--- config.mk ---
export PLATFORM = sky130hd
export DESIGN_NAME = diff_clk_monitor
export DESIGN_NICKNAME = d
export VERILOG_FILES = /design/src/rtl/diff_clk_mon_pkg.sv /design/src/rtl/diff_clk_mon_sync.sv /design/src/rtl/diff_clk_monitor.sv
export SDC_FILE = /design/constraint.sdc
export NUM_CORES = 1
export LEC_CHECK = 0
export CORE_ASPECT_RATIO = 1.2
export CORE_MARGIN = 2
export CORE_UTILIZATION = 57
export CTS_CLUSTER_DIAMETER = 50
export CTS_CLUSTER_SIZE = 24
export DETAILED_ROUTE_END_ITERATION = 10
export GPL_TIMING_DRIVEN = 0
export PLACE_DENSITY_LB_ADDON = 0.25
export SETUP_SLACK_MARGIN = 0.02
export SLEW_MARGIN = 25
export SYNTH_ARGS = -nofsm -noshare
export SYNTH_HDL_FRONTEND = slang
export SYNTH_SLANG_ARGS = --single-unit
--- constraint.sdc ---
create_clock -name CLK -period 3 [get_ports CLK]
set_clock_uncertainty 0.05 [all_clocks]
set_input_delay 0.6 -clock CLK [delete_from_list [all_inputs] [get_ports CLK]]
set_output_delay 0.6 -clock CLK [all_outputs]
set_load 0.05 [all_outputs]
--- src/rtl/diff_clk_mon_pkg.sv ---
// diff_clk_mon_pkg: shared state encoding and fault-counter constants for diff_clk_monitor.
package diff_clk_mon_pkg;
    typedef enum logic [2:0] {OFF, SETTLE, MEASURE, LOCKED, FLT} state_t;
    localparam int FCNT_W = 8;
    localparam logic [FCNT_W-1:0] FCNT_MAX = 8'd255;
endpackage

--- src/rtl/diff_clk_mon_sync.sv ---
// diff_clk_mon_sync: 1- or 2-stage input register; the stage count is chosen by the top from DIFF_MON_SYNC_EN.
module diff_clk_mon_sync #(
    parameter int STAGES = 2
) (
    input  logic clk,
    input  logic rst,
    input  logic i_d,
    output logic o_q
);
    logic [STAGES-1:0] r_q;
    if (STAGES == 1) begin : g_one
        always_ff @(posedge clk or posedge rst)
            if (rst) r_q <= '0;
            else r_q <= i_d;
    end else begin : g_multi
        always_ff @(posedge clk or posedge rst)
            if (rst) r_q <= '0;
            else r_q <= {r_q[STAGES-2:0], i_d};
    end
    assign o_q = r_q[STAGES-1];
endmodule

--- src/rtl/diff_clk_monitor.sv ---
// diff_clk_monitor: IBUFDS enable sequencer and windowed edge-count health monitor.
// Define DIFF_MON_SYNC_EN for 2-flop input synchronizers (hardware); default is a single register stage.
module diff_clk_monitor
    import diff_clk_mon_pkg::*;
#(
    parameter int WINDOW_CYCLES = 1024,
    parameter int MIN_EDGES = 240,
    parameter int MAX_EDGES = 272,
    parameter int SETTLE_CYCLES = 16,
    localparam int CNT_W = $clog2(WINDOW_CYCLES + 1)
) (
    input  logic              CLK,
    input  logic              RST,
    input  logic              EN,
    input  logic              I,
    input  logic              IB,
    input  logic              O,
    output logic              IBUFDISABLE,
    output logic              RDY,
    output logic              FAULT,
    output logic [CNT_W-1:0]  EDGES,
    output logic [FCNT_W-1:0] FAULT_CNT
);
`ifdef DIFF_MON_SYNC_EN
    localparam int SYNC_STAGES = 2;
`else
    localparam int SYNC_STAGES = 1;
`endif
    localparam int WIN_W = $clog2(WINDOW_CYCLES);
    localparam int SET_W = $clog2(SETTLE_CYCLES + 1);

    state_t           r_state, w_next;
    logic             w_i_s, w_ib_s, w_o_s, r_o_d;
    logic [WIN_W-1:0] r_win_cnt;
    logic [SET_W-1:0] r_set_cnt;
    logic [CNT_W-1:0] r_edge_cnt, w_edge_fin;
    logic             r_invalid, w_invalid_fin, w_meas, w_win_end, w_good, w_rise;

    diff_clk_mon_sync #(.STAGES(SYNC_STAGES)) u_sync_i  (.clk(CLK), .rst(RST), .i_d(I),  .o_q(w_i_s));
    diff_clk_mon_sync #(.STAGES(SYNC_STAGES)) u_sync_ib (.clk(CLK), .rst(RST), .i_d(IB), .o_q(w_ib_s));
    diff_clk_mon_sync #(.STAGES(SYNC_STAGES)) u_sync_o  (.clk(CLK), .rst(RST), .i_d(O),  .o_q(w_o_s));

    // The last window cycle is judged on its own edge/invalid sample too, so use the "final" values.
    assign w_meas        = (r_state == MEASURE) || (r_state == LOCKED);
    assign w_rise        = w_o_s & ~r_o_d;
    assign w_edge_fin    = (w_rise && r_edge_cnt != '1) ? r_edge_cnt + 1'b1 : r_edge_cnt;
    assign w_invalid_fin = r_invalid | (w_i_s == w_ib_s);
    assign w_win_end     = w_meas && (r_win_cnt == WIN_W'(WINDOW_CYCLES - 1));
    assign w_good        = !w_invalid_fin && (w_edge_fin >= CNT_W'(MIN_EDGES)) && (w_edge_fin <= CNT_W'(MAX_EDGES));

    always_comb begin
        w_next = r_state;
        case (r_state)
            OFF:             w_next = SETTLE;
            SETTLE:          w_next = (r_set_cnt == SET_W'(SETTLE_CYCLES)) ? MEASURE : SETTLE;
            MEASURE, LOCKED: w_next = w_win_end ? (w_good ? LOCKED : FLT) : r_state;
            FLT:             w_next = SETTLE;
            default:         w_next = OFF;
        endcase
        if (!EN) w_next = OFF;
    end

    always_ff @(posedge CLK or posedge RST) begin
        if (RST) begin
            r_state    <= OFF;
            r_o_d      <= 1'b0;
            r_set_cnt  <= '0;
            r_win_cnt  <= '0;
            r_edge_cnt <= '0;
            r_invalid  <= 1'b0;
            EDGES      <= '0;
            FAULT_CNT  <= '0;
        end else begin
            r_state    <= w_next;
            r_o_d      <= w_o_s;
            r_set_cnt  <= (r_state == SETTLE) ? r_set_cnt + 1'b1 : '0;
            r_win_cnt  <= (w_meas && !w_win_end) ? r_win_cnt + 1'b1 : '0;
            r_edge_cnt <= (w_meas && !w_win_end) ? w_edge_fin : '0;
            r_invalid  <= w_meas && !w_win_end && w_invalid_fin;
            if (w_win_end) EDGES <= w_edge_fin;
            if (w_next == FLT && FAULT_CNT != FCNT_MAX) FAULT_CNT <= FAULT_CNT + 1'b1;
        end
    end

    assign IBUFDISABLE = (r_state == OFF) || (r_state == FLT);
    assign RDY         = (r_state == LOCKED);
    assign FAULT       = (r_state == FLT);
endmodule

### Word-level counts from Yosys, hierarchy flattened

Cells that the tools add are included.

| storage, ports and cells | value |
|---|---|
| register bits after elaboration | 53 |
| input port bits | 6 |
| output and inout port bits | 22 |

| operators by class | value |
|---|---|
| add/sub/neg operators | 4 |
| order comparisons | 2 |
| equality and inequality tests | 10 |
| mux-type cells | 9 |
| bitwise logic cells | 3 |
| reduce and logical (&&, ||, !) cells | 14 |

Operator list:

| kind | number |
|---|---|
| $mux W11 | 2 |
| $add A11 B1 Y11 const B | 1 |
| $ge A11 B8 Y1 const B | 1 |
| $le A11 B9 Y1 const B | 1 |
| $ne A11 B11 Y1 const B | 1 |
| $add A10 B1 Y10 const B | 1 |
| $eq A10 B10 Y1 const B | 1 |
| $mux W10 | 1 |
| $mux W3 | 3 |
| $pmux W3 S3 | 1 |
| $add A8 B1 Y8 const B | 1 |
| $ne A8 B8 Y1 const B | 1 |
| $logic_and A1 B1 Y1 | 7 |
| $eq A3 B2 Y1 const B | 2 |
| $eq A3 B3 Y1 const B | 2 |
| $add A5 B1 Y5 const B | 1 |
| $eq A5 B5 Y1 const B | 1 |
| $mux W5 | 1 |
| $reduce_or A2 Y1 | 2 |
| $eq A3 B1 Y1 const B | 1 |
| $logic_not A3 Y1 | 1 |
| $logic_not A1 Y1 | 2 |
| $logic_or A1 B1 Y1 | 2 |
| $mux W2 | 1 |
| 4 further kinds | 4 |

### Depth between registers and ports, before layout

Gate-level depths: netlist of the first run.

| logic depth | value |
|---|---|
| depth after elaboration | 13 |
| mapped depth | 9 |

### Hierarchy

Synthesis of the first run repeated with hierarchy kept, for this count alone.

| second synthesis, totals | value |
|---|---|
| cells, all modules | 271 |
| area, all modules | 2641.3 µm² |

Modules (own cells, without submodules):

| module | times used | cells an instance | area each (µm²) | seq. area each (µm²) |
|---|---|---|---|---|
| diff_clk_monitor | 1 | 265 | 2555.0 | 1251.2 |
| diff_clk_mon_sync | 3 | 2 | 28.8 | 25.0 |

### Least setup slack after synthesis of the first run

Ideal clock, no wire load.

| path | value |
|---|---|
| path kind | flip-flop to flip-flop |
| start | register r_edge_cnt[0] |
| end | register FAULT_CNT[5] |
| data arrival time | 2.223 ns |
| data required time | 2.807 ns |
| path slack | 0.584 ns |
| stages on the path, launching flop included | 10 |
| cell sequence | dfrtp_1 ha_1 and3b_1 buf_2 and3_1 a211oi_1 o31ai_2 nor3_2 o2111ai_1 xnor2_1 |

| between the ends | value |
|---|---|
| longest elaborated chain between the ends | 12 |
| elaborated cells on any way between the ends | 14 |
| classes of those cells | 1 x add/sub; 2 x order compare; 2 x eq/ne; 5 x mux; 4 x reduce/logical |

RTL lines:

| element | line | source |
|---|---|---|
| start: declaration | diff_clk_monitor.sv:36 | `logic [CNT_W-1:0] r_edge_cnt, w_edge_fin;` |
| start signal: assignment | diff_clk_monitor.sv:78 | `r_edge_cnt <= (w_meas && !w_win_end) ? w_edge_fin : '0;` |
| branches (longest 2 deep; another with $add A11 B1 Y11) | n/a |  |
| $mux W11 * | diff_clk_monitor.sv:46 | `assign w_edge_fin = (w_rise && r_edge_cnt != '1) ? r_edge_cnt + 1'b1 : r_edge_cnt;` |
| $ge A11 B8 Y1 | diff_clk_monitor.sv:49 | `assign w_good = !w_invalid_fin && (w_edge_fin >= CNT_W'(MIN_EDGES)) && (w_edge_fin <= CNT_W'(MAX_EDGES));` |
| $logic_and A1 B1 Y1 | diff_clk_monitor.sv:49 |  |
| $logic_and A1 B1 Y1 * | diff_clk_monitor.sv:49 |  |
| $mux W3 * (2 in a row) | diff_clk_monitor.sv:56 | `MEASURE, LOCKED: w_next = w_win_end ? (w_good ? LOCKED : FLT) : r_state;` |
| $pmux W3 S3 * | diff_clk_monitor.sv:53 | `case (r_state)` |
| $mux W3 * | diff_clk_monitor.sv:60 | `if (!EN) w_next = OFF;` |
| $eq A3 B3 Y1 * | diff_clk_monitor.sv:81 | `if (w_next == FLT && FAULT_CNT != FCNT_MAX) FAULT_CNT <= FAULT_CNT + 1'b1;` |
| $logic_and A1 B1 Y1 * | diff_clk_monitor.sv:81 |  |
| end signal: assignment | diff_clk_monitor.sv:81 |  |
| end: declaration | diff_clk_monitor.sv:22 | `output logic [FCNT_W-1:0] FAULT_CNT` |

Mark *: on every way between the ends.
A chain may end at the register's enable or synchronous reset.

### Worst setup path after layout of the first run

| path | value |
|---|---|
| start | register r_edge_cnt[0] |
| end | register FAULT_CNT[1] |

Same word-level chain as after synthesis.

==> results of run 1 <==
[layer usage]
layer | global-route usage | share of wire | vias to the layer above | wire length [um]
li1 | - | - | 1048 | -
met1 | 0.319 | 0.47 | 1033 | 2530
met2 | 0.360 | 0.48 | 43 | 2580
met3 | 0.0406 | 0.043 | 5 | 231
met4 | 0.0694 | 0.013 | 0 | 73
met5 | 0 | 0 | - | 0
[worst max-delay path by stage]
stage / start / end
floorplan: r_edge_cnt[0] / FAULT_CNT[5]
global placement: RST / EDGES[3]
detailed placement: r_edge_cnt[0] / r_state[1]
CTS: r_edge_cnt[0] / r_state[1]
global route: r_edge_cnt[0] / FAULT_CNT[6]
finish: r_edge_cnt[0] / FAULT_CNT[1]
[sequential cells by signal (all words and copies together) (netlist names)]
register and count:
EDGES 11, r_edge_cnt 11, r_win_cnt 10, FAULT_CNT 8, r_set_cnt 5, r_state 3
r_invalid 1, r_o_d 1, u_sync_i.o_q 1, u_sync_ib.o_q 1, u_sync_o.o_q 1
[Yosys cell counts (3+ instances only)]
cell type / n / share of area
and3_1: 7 / 0.016
ha_1: 5 / 0.023
xnor2_1: 11 / 0.035
inv_1: 7 / 0.0095
and4_1: 4 / 0.013
o21ai_1: 4 / 0.0072
nand3_1: 13 / 0.023
a21oi_1: 4 / 0.0072
nand2_1: 24 / 0.033
xor2_1: 8 / 0.025
buf_2: 3 / 0.0054
o211ai_1: 5 / 0.014
dfrtp_1: 53 / 0.48
and2_1: 3 / 0.0068
clkbuf_1: 4 / 0.0054
a211oi_1: 3 / 0.0081
o21ai_0: 18 / 0.033
nor2_1: 36 / 0.049
a21o_1: 3 / 0.0081
nor3_1: 7 / 0.013
[worst min-delay path, stage by stage, from the launching register on]
cell	delay, ns
dfrtp_1	0.35
nand2_1	0.05
o21ai_0	0.06
[final cells by class]
class	instances	area, sq um	area share
Multi-Input combinational cell	205	1370	0.426
Clock inverter	2	13.8	0.00429
Sequential cell	53	1330	0.413
Buffer	9	48.8	0.0152
Clock buffer	6	82.6	0.0257
Inverter	7	28.8	0.00896
Tap cell	58	72.6	0.0226
Timing Repair Buffer	27	270	0.0841
[kinds of logic (layout without fill, tap and decap cells)]
group	Yosys count	after routing
and+or+nand+nor	125	125
muxes	4	4
xor gates and xnor gates	19	19
adders and majority gates	5	5
buffers and inverters	16	51
DFF	53	53
AOI/OAI and AO/OA	52	52
[power groups by stage]
stage	logic [mW]	clock network [mW]	registers [mW]
3_5_place_dp	0.0556	0	0.741
4_1_cts	0.0556	0.436	0.727
3_3_place_gp	0.0540	0	0.741
2_1_floorplan	0.0374	0	0.740
5_1_grt	0.0610	0.464	0.729
6_report	0.0540	0.424	0.727
==> results.cfg, run 1 <==
[worst_hold_path]
min-delay-start = EDGES[8]
min_to = EDGES[8]
holdPathStages = 2
hp-class = register to register

[placed_design]
placed_area_sq_um = 3120
io_buffer_count = 27
dp_hpwl_um = 3910
numPlacedInstances = 359
dp_slack_ns = 0.245
place.gp.congestion = 0.839

[floorplan]
die_x_um = 67.6
io-pin-count = 28
die-area_sq_um = 5440
start_util = 0.599
row_count = 27
die_h_um = 80.4
core_sq_um = 4630

[clock_tree]
htreeDepth = 2
cts_buffer_depth = 2
clkTransAtPathRegs_ns = 0.09
clock-root-buffer = clkbuf_8
cts.sinks = 53
ctsResizeCount = 0
postCtsSetupBuffers = 0
clkLatencyLatePin_ns = 0.31
cts_tree = done
numCtsBuffers = 5
cts_hold_buf = 0

[worst_setup_path]
worstPathArrival_ns = 2.92
crit_top_cell = o21ai_1
cp_slowest_cell = mux2i_1
path_depth = 8
crit_path_max_fanout = 7
rr_startpoint = r_edge_cnt[0]
start_kind = register
path_cells = ha_1 > nand3_2 > o21ai_0 > mux2i_1 > o311a_2 > o21ai_1 > o21ai_1 > mux2_1
r2r-end = FAULT_CNT[1]
critical_path.max_stage_delay_ns = 0.64
crit_buf_inv = 0
cp.required_ns = 3.15
rrSetupSlack_ns = 0.23
r2r_cells = 8
crit_type = register to register
critPathCaptureType = register
cp_top_family = multiplexers

[sta]
hold_viol = 0
period_share = 0.923
min_period_ns = 2.77
worst_hold_slack_ns = 0.436
rsz0062_at_grt = no
worst_pin_slew_ns = 0.787
slew_headroom = 0.460
fin_ws_ns = 0.231
fmax_mhz = 361
setup_violations = 0
report.final.slew_viol_count = 0
finalSetupTns_ns = 0

[power_and_ir_drop]
p_per_area_nw_per_um2 = 375
pwr-share-clk = 0.352
vdd_drop_max_mv = 0.307
p_int_mw = 0.928
swShare = 0.230
netSwitchingPower_mw = 0.277
totalPowerFinal_mw = 1.21
p_comb_frac = 0.045
p_leak_nw = 1.38
sequentialPowerShare = 0.603

[detailed_routing]
remaining_drc_errors = 0
viasPerCell = 5.80
routed_wl_um = 5420
vias = 2129
drt_pass1_iterations = 4
drt_first_iter_violations = 141
antenna_left = 0
wire_per_inst_um = 14.8

[logic_synthesis]
synth-compound-area-share = 0.134
synthAdderAreaFrac = 0.0226
synth_xor_xnor_area_share = 0.0601
syn_area_per_cell_sq_um = 10.1
ys_types = 58
synth_top_family_by_area = simple AND/OR/NAND/NOR gates
synthSimpleGateAreaFrac = 0.261
syn_area_sq_um = 2770
ys.flop_type = dfrtp_1
synth_seq_cells = 53
yosys_warnings = 0
synth_edf_count = 0
syn_inst = 274
async_flop_share = 1.00
ys_seq_area_frac = 0.479
synth_mux_area_frac = 0.0167
synth.net_count = 285

[global_route]
grt_max_degree = 54
grt_pass1_wl_um = 9500
grt_antenna_before_repair = 0
grt_pass1_vias = 2051
track_usage = 0.228
grt-ovfl-total = 0

[finish]
fin_area_sq_um = 3210
diodes = 0
stdcell_count = 367
final_cell_mix = dfrtp_1, nor2_1, clkdlybuf4s50_1
nNetsFinal = 319
syn2layout_area_growth_pct = 15.9
final_common_cell = dfrtp_1
layout-drive-gt1-share = 0.107
fillers = 367
fin_util = 0.694

[outcome]
status = completed

[run]
max_cap_viol_count = 0
(Power assumes the default switching activity.)
==> run 2: changes to the inputs <==
--- a/config.mk
+++ b/config.mk
@@ -6,15 +6,15 @@
 export NUM_CORES = 1
 export LEC_CHECK = 0
 export CORE_ASPECT_RATIO = 1.2
-export CORE_MARGIN = 2
-export CORE_UTILIZATION = 57
+export CORE_UTILIZATION = 56
 export CTS_CLUSTER_DIAMETER = 50
 export CTS_CLUSTER_SIZE = 24
 export DETAILED_ROUTE_END_ITERATION = 10
 export GPL_TIMING_DRIVEN = 0
-export PLACE_DENSITY_LB_ADDON = 0.25
+export PLACE_DENSITY = 0.79
 export SETUP_SLACK_MARGIN = 0.02
 export SLEW_MARGIN = 25
 export SYNTH_ARGS = -nofsm -noshare
 export SYNTH_HDL_FRONTEND = slang
+export SYNTH_HIERARCHICAL = 1
 export SYNTH_SLANG_ARGS = --single-unit
==> results.cfg, run 2 <==
[worst_setup_path]
worstPathArrival_ns = 2.95
start_kind = register
crit_type = register to register
critPathCaptureType = register
cp.required_ns = 3.13
crit_path_max_fanout = 10
cp_top_family = simple AND/OR/NAND/NOR gates
rrSetupSlack_ns = 0.18
crit_buf_inv = 2
critical_path.max_stage_delay_ns = 0.45
cp_slowest_cell = or3b_2
path_cells = ha_1 > nand4b_1 > nor2_1 > or3b_2 > a31o_2 > a222oi_1 > buf_4 > buf_6 > nor3_1 > xor2_1

[logic_synthesis]
synth.net_count = 282
syn_area_per_cell_sq_um = 9.75
ys.flop_type = dfrtp_1
synthTopCellsByArea = dfrtp_1, nor2_1, nand2_1
async_flop_share = 1.00
synth_mux_area_frac = 0.0161
ys_types = 52
synthSimpleGateAreaFrac = 0.258
synth_common_cells = dfrtp_1, nor2_1, nand2_1
synth_top_area_cell = dfrtp_1
synth-compound-area-share = 0.112
yosys_warnings = 6
synthAdderAreaFrac = 0.0237
synth_edf_count = 0
synth_xor_xnor_area_share = 0.0630
syn_area_sq_um = 2640
synth_top_family_by_area = simple AND/OR/NAND/NOR gates
yosysMostFrequentCell = dfrtp_1
synth_seq_cells = 53
syn_inst = 271
ys_seq_area_frac = 0.502
synth_top_area_share = 0.502

[floorplan]
row_count = 27
io-pin-count = 28
core_sq_um = 4560
die_x_um = 64.7
die_h_um = 77.2
die-area_sq_um = 5000
start_util = 0.579

[global_route]
grt_pass1_wl_um = 9200
grt-ovfl-total = 0
grt_pass1_vias = 2106
grt_max_degree = 27
track_usage = 0.238
grt_antenna_before_repair = 0

[detailed_routing]
routed_wl_um = 5230
drt_first_iter_violations = 95
viasPerCell = 5.77
antenna_left = 0
remaining_drc_errors = 0
drt_pass1_iterations = 4
wire_per_inst_um = 14.3
vias = 2110

[clock_tree]
clkLatencyLatePin_ns = 0.30
ctsResizeCount = 0
clock-root-buffer = clkbuf_8
numCtsBuffers = 5
cts_buffer_depth = 2
cts_tree = done
cts.sinks = 53
htreeDepth = 2
clkTransAtPathRegs_ns = 0.10

[worst_hold_path]
hp-class = register to register

[finish]
layout-drive-gt1-share = 0.0844
nNetsFinal = 318
syn2layout_area_growth_pct = 19.1
final_common_cell = dfrtp_1
diodes = 0
multi_input_area_sq_um = 1250
final_cell_mix = dfrtp_1, nor2_1, clkdlybuf4s50_1
reg.largest.list = EDGES (11), r_edge_cnt (11), r_win_cnt (10)
fillers = 382
register_area_sq_um = 1330

[sta]
finalSetupTns_ns = 0
period_share = 0.941
worst_pin_slew_ns = 0.845
setup_violations = 0
min_period_ns = 2.82
worst_hold_slack_ns = 0.399
slew_headroom = 0.432
rsz0062_at_grt = no
report.final.slew_viol_count = 0
hold_viol = 0
fmax_mhz = 354

[power_and_ir_drop]
vdd_drop_max_mv = 0.291
totalPowerFinal_mw = 1.34
p_per_area_nw_per_um2 = 424
p_leak_nw = 1.33

[placed_design]
io_buffer_count = 27
dp_hpwl_um = 3870
place.gp.congestion = 0.869

[outcome]
status = completed

[run]
max_cap_viol_count = 0
-- run 2: cells by family (layout without fill, tap and decap cells) --
| family | Yosys count | in the layout |
|---|---|---|
| adder cells (fa/ha/maj) | 5 | 5 |
| buffers and inverters | 15 | 52 |
| AO/OA/AOI/OAI | 45 | 45 |
| XOR/XNOR | 19 | 19 |
| multiplexers | 4 | 4 |
| flip-flops | 53 | 53 |
| AND/OR/NAND/NOR | 130 | 130 |
-- run 2: final timing paths --
| path | to | depth (start not counted) | startpoint |
|---|---|---|---|
| setup / recovery | FAULT_CNT[2] | 10 | r_edge_cnt[0] |
| hold / removal | r_o_d | 0 | u_sync_o/o_q |
| setup reg to reg | FAULT_CNT[2] | 10 | r_edge_cnt[0] |
| hold reg to reg | r_o_d | 0 | u_sync_o/o_q |
| max in group asynchronous | FAULT_CNT[1] | 3 | RST |
| min in group asynchronous | u_sync_ib/o_q | 2 | RST |
-- run 2: repair_timing --
item,in CTS,in global routing
hold buffers,0,0
buffers inserted,0,1
setup endpoints to repair,0,10
-- run 2: where the power goes --
group	switching (mW)	internal, mW
registers	0.00690	0.720
logic	0.0342	0.0203
clock network	0.222	0.331
-- run 2: layout make-up --
cell class,instances,area share
buffer,6,0.0103
clock buffer,5,0.0219
clock inverter,3,0.0207
inverter,9,0.0107
multi-input combinational,203,0.397
sequential,53,0.422
tap,58,0.0231
timing repair buffer,29,0.0947
-- run 2: per-stage QoR --
stage	cells	setup WS [ns]	utilization	cell area, sq um
global placement	356	0.0770	0.654	2980
floorplan	271	0.422	-	2640
CTS	365	0.0464	0.688	3140
detailed placement	357	0.0728	0.659	3000
finish	366	0.176	0.690	3150
global route	366	0.0279	0.690	3150
-- run 2: routing by layer --
layer,part of all wire,global-route usage,wire [um],vias up
met4,0.015,0.0867,79,0
met5,0,0,0,-
met2,0.52,0.407,2740,45
met1,0.43,0.299,2230,1030
li1,-,-,-,1026
met3,0.035,0.0372,185,9
==> run 3: changes to the inputs <==
--- a/config.mk
+++ b/config.mk
@@ -6,13 +6,14 @@
 export NUM_CORES = 1
 export LEC_CHECK = 0
 export CORE_ASPECT_RATIO = 1.2
+export CORE_MARGIN = 5
 export CORE_UTILIZATION = 56
 export CTS_CLUSTER_DIAMETER = 50
 export CTS_CLUSTER_SIZE = 24
 export DETAILED_ROUTE_END_ITERATION = 10
 export GPL_TIMING_DRIVEN = 0
-export PLACE_DENSITY = 0.79
-export SETUP_SLACK_MARGIN = 0.02
+export PLACE_DENSITY_LB_ADDON = 0.1
+export SETUP_SLACK_MARGIN = 0.4
 export SLEW_MARGIN = 25
 export SYNTH_ARGS = -nofsm -noshare
 export SYNTH_HDL_FRONTEND = slang
==> results.cfg, run 3 (synthesis results as in run 2) <==
[outcome]
status = completed

[finish]
final_common_cell = dfrtp_1
multi_input_area_sq_um = 1340
stdcell_count = 376
register_area_sq_um = 1330
syn2layout_area_growth_pct = 24.7
fillers = 378
nNetsFinal = 330
diodes = 0
final_cell_mix = dfrtp_1, nor2_1, clkdlybuf4s50_1
reg.largest.list = EDGES (11), r_edge_cnt (11), r_win_cnt (10)
layout-drive-gt1-share = 0.164

[global_route]
grt_max_degree = 27
grt_pass1_wl_um = 9430
grt_antenna_before_repair = 0
grt_pass1_vias = 2112
track_usage = 0.189
grt-ovfl-total = 0

[power_and_ir_drop]
p_comb_frac = 0.048
pwr-share-clk = 0.319
swShare = 0.221
p_per_area_nw_per_um2 = 349
sequentialPowerShare = 0.633
netSwitchingPower_mw = 0.253
vdd_drop_max_mv = 0.307
p_leak_nw = 1.41
p_int_mw = 0.895

[sta]
setup_violations = 0
worst_hold_slack_ns = 0.392
min_period_ns = 2.63
report.final.slew_viol_count = 0
slew_headroom = 0.404
fmax_mhz = 380
hold_viol = 0
period_share = 0.876
worst_pin_slew_ns = 0.887
finalSetupTns_ns = 0
rsz0062_at_grt = yes

[placed_design]
numPlacedInstances = 357
dp_hpwl_um = 3750
place.gp.congestion = 0.911
io_buffer_count = 27

[detailed_routing]
antenna_left = 0
wire_per_inst_um = 14.8
drt_pass1_iterations = 5
routed_wl_um = 5580
vias = 2141
drt_first_iter_violations = 114
remaining_drc_errors = 0
viasPerCell = 5.69

[floorplan]
io-pin-count = 28
die_x_um = 72.7
die-area_sq_um = 6200
die_h_um = 85.2
start_util = 0.575
row_count = 27
core_sq_um = 4590

[worst_setup_path]
crit_type = register to register
start_kind = register
critPathCaptureType = register
crit_path_max_fanout = 5
worstPathArrival_ns = 2.77
cp.required_ns = 3.14

[clock_tree]
cts.sinks = 53
clkLatencyLatePin_ns = 0.30
numCtsBuffers = 5
cts_hold_buf = 0
htreeDepth = 2
cts_tree = done
cts_buffer_depth = 2
clkTransAtPathRegs_ns = 0.09
clock-root-buffer = clkbuf_8

[worst_hold_path]
hp-class = register to register

[run]
max_cap_viol_count = 0
==> run 3: changes by cell type in the layout (fill, tap and decap cells not counted), moves of 2 or more <==
cell	before	now
nor3_1	9	6
bufinv_16	2	0
a21oi_1	5	3
nor2b_1	3	1
nor4_2	0	2
nor2b_2	0	2
buf_4	1	11
nand2_1	26	24
nor3_2	0	3
nor4_1	5	3
==> run 3: path summary, 6_finish.rpt <==
check / start / end / slack [ns] / depth (start not counted)
setup / recovery: r_edge_cnt[0] / FAULT_CNT[2] / 0.37 / 11
hold / removal: u_sync_o/o_q / r_o_d / 0.39 / 0
setup reg to reg: r_edge_cnt[0] / FAULT_CNT[2] / 0.37 / 11
hold reg to reg: u_sync_o/o_q / r_o_d / 0.39 / 0
max in group asynchronous: RST / r_state[2] / 1.67 / 3
min in group asynchronous: RST / u_sync_o/o_q / 0.46 / 2
==> run 3: power by group through the flow <==
stage               Sequential [mW]  Clock (mW)  Combinational (mW)
floorplan                     0.740           0              0.0342
CTS                           0.727       0.379              0.0557
detailed placement            0.741           0              0.0556
finish                        0.727       0.367              0.0549
global placement              0.741           0              0.0507
global route                  0.728       0.407              0.0636
==> run 3: layout make-up <==
type,count,share of cell area
plain buffers,6,0.0118
inverters,9,0.0103
multi-input cells,203,0.406
flip-flops and latches,53,0.403
repair buffers,41,0.125
clock inverters,1,0.00152
clock buffers,5,0.0209
well taps,58,0.0220
==> run 3: metrics by stage <==
stage,setup slack (ns),area (sq um),util,total power [mW]
finish,0.371,3290,0.717,1.15
CTS,0.378,3150,0.686,1.16
detailed placement,0.0700,3000,0.654,0.796
global route,0.248,3290,0.717,1.20
global placement,0.0975,2980,0.650,0.792
floorplan,0.422,2640,-,0.774
==> run 3: critical path, cell delays in order, from the launching register on <==
cell and delay, ns:
dfrtp_1 0.38, ha_2 0.20, buf_6 0.11, nand2_4 0.06
or3_4 0.41, a21oi_4 0.25, a31oi_1 0.12, a222oi_1 0.35
buf_4 0.22, buf_8 0.13, nor3_2 0.05, xor2_1 0.19
==> run 3: per-layer routing <==
layer  up-vias  global-route usage  wire, um
met5         -                   0         0
met4         0              0.0503        97
met3        12              0.0450       266
met2        67               0.327      2720
met1      1007               0.234      2490
li1       1055                   -         -
==> run 3: timing repair <==
action / 4_1_cts / 5_1_grt
buffers inserted: 7 / 5
pin swaps: 2 / 9
cloned: 0 / 1
resized for setup: 6 / 20
endpoints found under the setup margin: 11 / 11
